--- config.mk ---
export PLATFORM = sky130hd
export DESIGN_NAME = instr_feeder
export DESIGN_NICKNAME = d
export VERILOG_FILES = /design/src/rtl/instr_feeder_pkg.sv /design/src/rtl/instr_fifo.sv /design/src/rtl/instr_feeder.sv
export SDC_FILE = /design/constraint.sdc
export NUM_CORES = 1
export LEC_CHECK = 0
export BUFFER_PORTS_ARGS = -buffer_cell sky130_fd_sc_hd__buf_2
export CORE_MARGIN = 1.5
export CORE_UTILIZATION = 60
export CTS_CLUSTER_SIZE = 8
export DETAILED_ROUTE_END_ITERATION = 10
export PLACE_DENSITY = 0.82
export SYNTH_ARGS = -nofsm -noshare
export SYNTH_HDL_FRONTEND = slang
export SYNTH_SLANG_ARGS = --single-unit
--- constraint.sdc ---
create_clock -name clk -period 6.27 [get_ports clk]
set_input_delay 1.881 -clock clk [delete_from_list [all_inputs] [get_ports clk]]
set_output_delay 1.881 -clock clk [all_outputs]
set_load 0.02 [all_outputs]
--- src/rtl/instr_feeder_pkg.sv ---
// Shared types and constants for the instruction feeder: FSM state enum,
// instruction width and the bit positions of the captured {N,V,Z} flags.
package instr_feeder_pkg;

    localparam int unsigned INSTR_W = 16;

    localparam int unsigned FLAG_N = 2;
    localparam int unsigned FLAG_V = 1;
    localparam int unsigned FLAG_Z = 0;

    typedef enum logic [2:0] {
        ST_IDLE      = 3'd0,
        ST_LOAD      = 3'd1,
        ST_START     = 3'd2,
        ST_WAIT_BUSY = 3'd3,
        ST_WAIT_DONE = 3'd4,
        ST_CAPTURE   = 3'd5
    } feeder_state_t;

endpackage

--- src/rtl/instr_fifo.sv ---
// Instruction queue for instr_feeder: DEPTH-entry FIFO with a combinational
// head; a push while full is accepted only when a pop happens in the same cycle.
module instr_fifo
    import instr_feeder_pkg::*;
#(
    parameter int unsigned DEPTH = 8,
    parameter int unsigned WIDTH = INSTR_W
) (
    input  logic             clk,
    input  logic             reset,
    input  logic             push,
    input  logic             pop,
    input  logic [WIDTH-1:0] wr_data,
    output logic [WIDTH-1:0] rd_data,
    output logic             full,
    output logic             empty
);

    localparam int unsigned AW = $clog2(DEPTH);

    logic [WIDTH-1:0] mem [DEPTH];
    logic [AW-1:0]    rd_ptr;
    logic [AW-1:0]    wr_ptr;
    logic [AW:0]      count;
    logic             do_push;
    logic             do_pop;

    assign full    = (count == (AW + 1)'(DEPTH));
    assign empty   = (count == '0);
    assign do_pop  = pop && !empty;
    assign do_push = push && (!full || do_pop);
    assign rd_data = mem[rd_ptr];

    // Storage is not reset; occupancy is tracked by count alone.
    always_ff @(posedge clk) begin
        if (do_push) begin
            mem[wr_ptr] <= wr_data;
        end
    end

    always_ff @(posedge clk or negedge reset) begin
        if (!reset) begin
            rd_ptr <= '0;
            wr_ptr <= '0;
            count  <= '0;
        end else begin
            if (do_push) begin
                wr_ptr <= wr_ptr + AW'(1);
            end
            if (do_pop) begin
                rd_ptr <= rd_ptr + AW'(1);
            end
            unique case ({do_push, do_pop})
                2'b10:   count <= count + (AW + 1)'(1);
                2'b01:   count <= count - (AW + 1)'(1);
                default: count <= count;
            endcase
        end
    end

endmodule

--- src/rtl/instr_feeder.sv ---
// Feeds queued instructions to a CPU one at a time and captures each result.
// Optional FEEDER_TIMEOUT_EN adds a bounded wait on cpu_w with a sticky error.
module instr_feeder
    import instr_feeder_pkg::*;
#(
    parameter int unsigned DEPTH   = 8,
    parameter int unsigned TIMEOUT = 64
) (
    input  logic               clk,
    input  logic               reset,
    input  logic               wr_en,
    input  logic [INSTR_W-1:0] wr_data,
    input  logic               go,
    output logic               full,
    output logic               empty,
    output logic [INSTR_W-1:0] cpu_in,
    output logic               cpu_load,
    output logic               cpu_s,
    input  logic [INSTR_W-1:0] cpu_out,
    input  logic               cpu_n,
    input  logic               cpu_v,
    input  logic               cpu_z,
    input  logic               cpu_w,
    output logic               res_valid,
    output logic [INSTR_W-1:0] res_data,
    output logic [2:0]         res_nvz,
    output logic [7:0]         done_count,
    output logic               busy,
    output logic               timeout_err
);

    if (DEPTH < 2 || DEPTH > 16 || (DEPTH & (DEPTH - 1)) != 0) begin : g_depth_check
        $error("instr_feeder: DEPTH must be a power of two in 2..16");
    end
    if (TIMEOUT < 1) begin : g_timeout_check
        $error("instr_feeder: TIMEOUT must be at least 1");
    end

    feeder_state_t      state;
    feeder_state_t      state_next;
    logic [INSTR_W-1:0] fifo_head;
    logic               issue;
    logic               wait_expired;
    logic               capture;

    instr_fifo #(
        .DEPTH (DEPTH),
        .WIDTH (INSTR_W)
    ) u_fifo (
        .clk     (clk),
        .reset   (reset),
        .push    (wr_en),
        .pop     (cpu_load),
        .wr_data (wr_data),
        .rd_data (fifo_head),
        .full    (full),
        .empty   (empty)
    );

    assign issue   = (state == ST_IDLE) && go && !empty && !timeout_err;
    assign capture = (state == ST_WAIT_DONE) && cpu_w;

    always_ff @(posedge clk or negedge reset) begin
        if (!reset) begin
            state <= ST_IDLE;
        end else begin
            state <= state_next;
        end
    end

    always_comb begin
        state_next = state;
        cpu_load   = 1'b0;
        cpu_s      = 1'b0;
        busy       = 1'b1;
        unique case (state)
            ST_IDLE: begin
                busy = 1'b0;
                if (issue) begin
                    state_next = ST_LOAD;
                end
            end
            ST_LOAD: begin
                cpu_load   = 1'b1;
                state_next = ST_START;
            end
            ST_START: begin
                cpu_s      = 1'b1;
                state_next = ST_WAIT_BUSY;
            end
            ST_WAIT_BUSY: begin
                if (!cpu_w) begin
                    state_next = ST_WAIT_DONE;
                end else if (wait_expired) begin
                    state_next = ST_IDLE;
                end
            end
            ST_WAIT_DONE: begin
                if (cpu_w) begin
                    state_next = ST_CAPTURE;
                end else if (wait_expired) begin
                    state_next = ST_IDLE;
                end
            end
            ST_CAPTURE: begin
                state_next = ST_IDLE;
            end
            default: begin
                state_next = ST_IDLE;
            end
        endcase
    end

    // cpu_in is latched as the FSM enters LOAD, so it already shows the
    // queue head during LOAD and keeps the word after the pop.
    always_ff @(posedge clk or negedge reset) begin
        if (!reset) begin
            cpu_in <= '0;
        end else if (issue) begin
            cpu_in <= fifo_head;
        end
    end

    // Results are registered on the WAIT_DONE->CAPTURE edge, so res_valid
    // and the captured data are visible during the CAPTURE cycle itself.
    always_ff @(posedge clk or negedge reset) begin
        if (!reset) begin
            res_valid  <= 1'b0;
            res_data   <= '0;
            res_nvz    <= '0;
            done_count <= '0;
        end else begin
            res_valid <= capture;
            if (capture) begin
                res_data        <= cpu_out;
                res_nvz[FLAG_N] <= cpu_n;
                res_nvz[FLAG_V] <= cpu_v;
                res_nvz[FLAG_Z] <= cpu_z;
                done_count      <= done_count + 8'd1;
            end
        end
    end

`ifdef FEEDER_TIMEOUT_EN
    localparam int unsigned CW = $clog2(TIMEOUT + 1);

    logic [CW-1:0] wait_cnt;
    logic          timeout_q;
    logic          in_wait;

    assign in_wait     = (state == ST_WAIT_BUSY) || (state == ST_WAIT_DONE);
    assign timeout_err = timeout_q;

    always_comb begin
        wait_expired = 1'b0;
        if (wait_cnt == CW'(TIMEOUT - 1)) begin
            wait_expired = ((state == ST_WAIT_BUSY) && cpu_w) ||
                           ((state == ST_WAIT_DONE) && !cpu_w);
        end
    end

    // Counts cycles spent in the current wait state; restarts on every entry.
    always_ff @(posedge clk or negedge reset) begin
        if (!reset) begin
            wait_cnt  <= '0;
            timeout_q <= 1'b0;
        end else begin
            if (in_wait && (state_next == state)) begin
                wait_cnt <= wait_cnt + CW'(1);
            end else begin
                wait_cnt <= '0;
            end
            if (wait_expired) begin
                timeout_q <= 1'b1;
            end
        end
    end
`else
    assign wait_expired = 1'b0;
    assign timeout_err  = 1'b0;
`endif

endmodule

==> results.ini <==
[outcome]
run_status = complete, no violations

[sta]
worst_slew_margin_rel_pct = 24.2
finalCriticalPeriod_ps = 3430
rsz0062_at_grt = no
worst_slack_ps = 2840
actual_slew_at_the_worst_max_slew_pin_ps = 1140
fmax_ghz = 0.291
totalNegativeSetupSlack_ps = 0
number_of_endpoints_with_negative_hold_slack_in_the_final_report = 0
maxSlewViolCount = 0
fin_worst_skew_ps = 5.63
period_share_pct = 54.7
finalHoldWorstSlack_ps = 475
setup_viols_final = 0

[cells_and_area]
area_growth_pct = 15.5
ff_latch_area_um2 = 5270
filler_cell_count = 692
layout.cells.most_common_list = 128 x edfxtp_1, 88 x buf_2, 56 x dfrtp_1
layout-drive-gt1-share_pct = 39.1
mostFrequentLayoutCell = edfxtp_1
fin_area_um2 = 8350
layout.nets = 526
fin_util_pct = 72.2
antenna_diodes = 0
multi_input_area_um2 = 1870

[floorplanning]
die_w_um = 113
die_height_um = 113
io_pins = 90
fp.dieArea_um2 = 12700
initial_core_utilization_pct = 62.6
row_count = 39
core-area_um2 = 11600

[critical_path]
reg2reg_to = u_fifo.count[2]$_DFFE_PN0P_
slowest_stage = dfrtp_1
timing.critical_path.fanout_max = 6
cp_data_required_time_ps = 4390
max_stage_delay_ps = 450
reg2reg_setup_slack_ps = 3730
timing.critical_path.from = u_fifo.count[2]$_DFFE_PN0P_
critical_path.cell_chain = nor4b_1 > buf_2
setup.worst_path.end = full
timing.critical_path.to_type = output pin
rr_startpoint = u_fifo.count[2]$_DFFE_PN0P_
path_class = reg -> out
critical_path_depth = 2
cp_data_arrival_time_ps = 1550
critical_path.startpoint_type = register
crit_buf_inv = 1
r2r_cells = 10
worst_path_dominant_cell_family = flip-flops

[clocking]
cts_repair_resize_count = 0
clk_pin_slew_worst_paths_ps = 60
postCtsSetupRepairBufs = 0
cts_max_level = 4
clockBufferDepth = 2
numCtsBuffers = 17
root_buffer = clkbuf_16
worst_skew_pair.late_latency_ps = 420
clkSinkCount = 185
cts_tree = built
cts_hold_buf = 0

[yosys]
number_of_flops_mapped_to_enable_cells_by_yosys = 128
synthDistinctLibCells = 41
syn_avg_cell_area_um2 = 18.9
synth_top_flop_cell = edfxtp_1
ys_async_sr_fraction_pct = 30.8
synth_area_um2 = 7230
synth_largest_area_cell = edfxtp_1
mapped_nets = 429
synth_area_leaders = edfxtp_1 53%, dfrtp_1 20%, mux4_2 10%
register_area_share_after_synthesis_pct = 72.8
yosys_warning_total = 0
synth_largest_type_area_fraction_pct = 53.1
yosys_register_bits = 185
synth_cells = 383

[pwr]
cellLeakagePower_nw = 3.27
p_sw_share_pct = 31.5
internal-power_mw = 2.74
max-vdd-ir-drop_uv = 295
sequentialPowerShare_pct = 44.5
p_comb_share_pct = 31.1
net-switching-power_mw = 1.26
power.clock.fraction_pct = 24.4
cellPowerDensity_nw_per_um2 = 478

[place]
dpl-instance-area_um2 = 7830
gp_routability_congestion = 0.730
dp_slack_ps = 2820
dp_hpwl_mm = 7.48
port_buffers = 88

[drt]
drt_pass1_iterations = 4
post_drt_via_cell_ratio = 5.80
avgRoutedWirePerCell_um = 19.8
initialDrtViolationCount = 224
via_count = 3676
drtAntennaViolNets = 0
detail_route.drc_violations = 0
routed_wirelength_mm = 12.5

[worst_hold_path]
path_type_of_the_worst_min_delay_path = reg -> reg

[run]
max_cap_violations = 0

[global_route]
gr_usage_total_pct = 21.8
first_global_vias = 3684
grt_overflow_total = 0
grt_antenna_before_repair = 0
grt_start_max_net_pins = 58
first_pass_grt_wire_length_mm = 20.1

[sequential cells by signal, summed over array words and instances (netlist names)]
signal and cells:
res_valid 1, cpu_in 16, u_fifo.mem 128, u_fifo.wr_ptr 3, u_fifo.count 4, res_nvz 3, state 3, res_data 16
u_fifo.rd_ptr 3, done_count 8
[Yosys cell counts (2+ instances only)]
cell      count
nand2_1      24
edfxtp_1    128
xor2_1        7
clkbuf_2      2
a21oi_1       2
buf_2         7
nor2_1       13
buf_6         4
o21ai_2      13
nand3_1       4
mux4_2       32
ha_1          6
xnor2_1       9
nor3_1        2
dfrtp_1      57
mux2i_1      16
nand4_1       2
nand3b_1      2
clkbuf_1      4
nand2b_1      3
mux2_2       23
o21ai_1       3
or3b_1        2
[worst min path at each step]
stage | slack, ps | start | end | cells after the start
after CTS | 480 | cpu_in[11]$_DFFE_PN0P_ | cpu_in[11]$_DFFE_PN0P_ | 2
after floorplan | 460 | u_fifo.count[3]$_DFFE_PN0P_ | u_fifo.count[3]$_DFFE_PN0P_ | 1
after global placement | 460 | done_count[7]$_DFFE_PN0P_ | done_count[7]$_DFFE_PN0P_ | 1
after detailed placement | 460 | cpu_in[11]$_DFFE_PN0P_ | cpu_in[11]$_DFFE_PN0P_ | 2
final | 470 | cpu_in[0]$_DFFE_PN0P_ | cpu_in[0]$_DFFE_PN0P_ | 2
after global routing | 500 | cpu_in[14]$_DFFE_PN0P_ | cpu_in[14]$_DFFE_PN0P_ | 2
[worst min-delay path, cell delays in order, from the launching register on]
cell	delay, ps
dfrtp_1	340
nand2_1	60
o21ai_2	50
[power groups by stage]
stage | clock network [mW] | logic (mW) | registers (mW)
global route | 1.05 | 1.35 | 1.81
CTS | 0.996 | 1.27 | 1.78
global placement | 0 | 1.23 | 1.78
detailed placement | 0 | 1.25 | 1.80
floorplan | 0 | 0.812 | 1.88
finish | 0.975 | 1.24 | 1.78
[metal layers]
metal | track usage [%] | vias up | share of wire [%]
li1 | - | 1674 | -
met1 | 28.7 | 1876 | 44
met2 | 35.4 | 111 | 49
met3 | 5.68 | 15 | 5.5
met4 | 8.35 | 0 | 1.4
met5 | 0 | - | 0
[cell families after synthesis]
| family | Yosys count | synth area share [%] |
|---|---|---|
| adders and majority gates | 6 | 1.04 |
| muxes | 71 | 15.8 |
| DFF | 185 | 72.8 |
| AOI/OAI and AO/OA | 22 | 2.33 |
| and+or+nand+nor | 62 | 4.38 |
| other | 1 | 0.0518 |
| xor gates and xnor gates | 16 | 1.94 |
| buffers and inverters | 20 | 1.66 |
[through the flow]
stage / total power, mW / cells
floorplan: 2.69 / 383
global placement: 3.01 / 604
detailed placement: 3.05 / 604
CTS: 4.04 / 634
global route: 4.21 / 634
finish: 3.99 / 634
[final cells by class]
| type | count | area share, % |
|---|---|---|
| timing repair buffer | 97 | 6.08 |
| sequential | 185 | 63.1 |
| clock inverter | 6 | 0.899 |
| inverter | 1 | 0.0449 |
| multi-input combinational | 178 | 22.3 |
| tap | 143 | 2.14 |
| clock buffer | 24 | 5.41 |
Power figures use the tool's default switching activity.
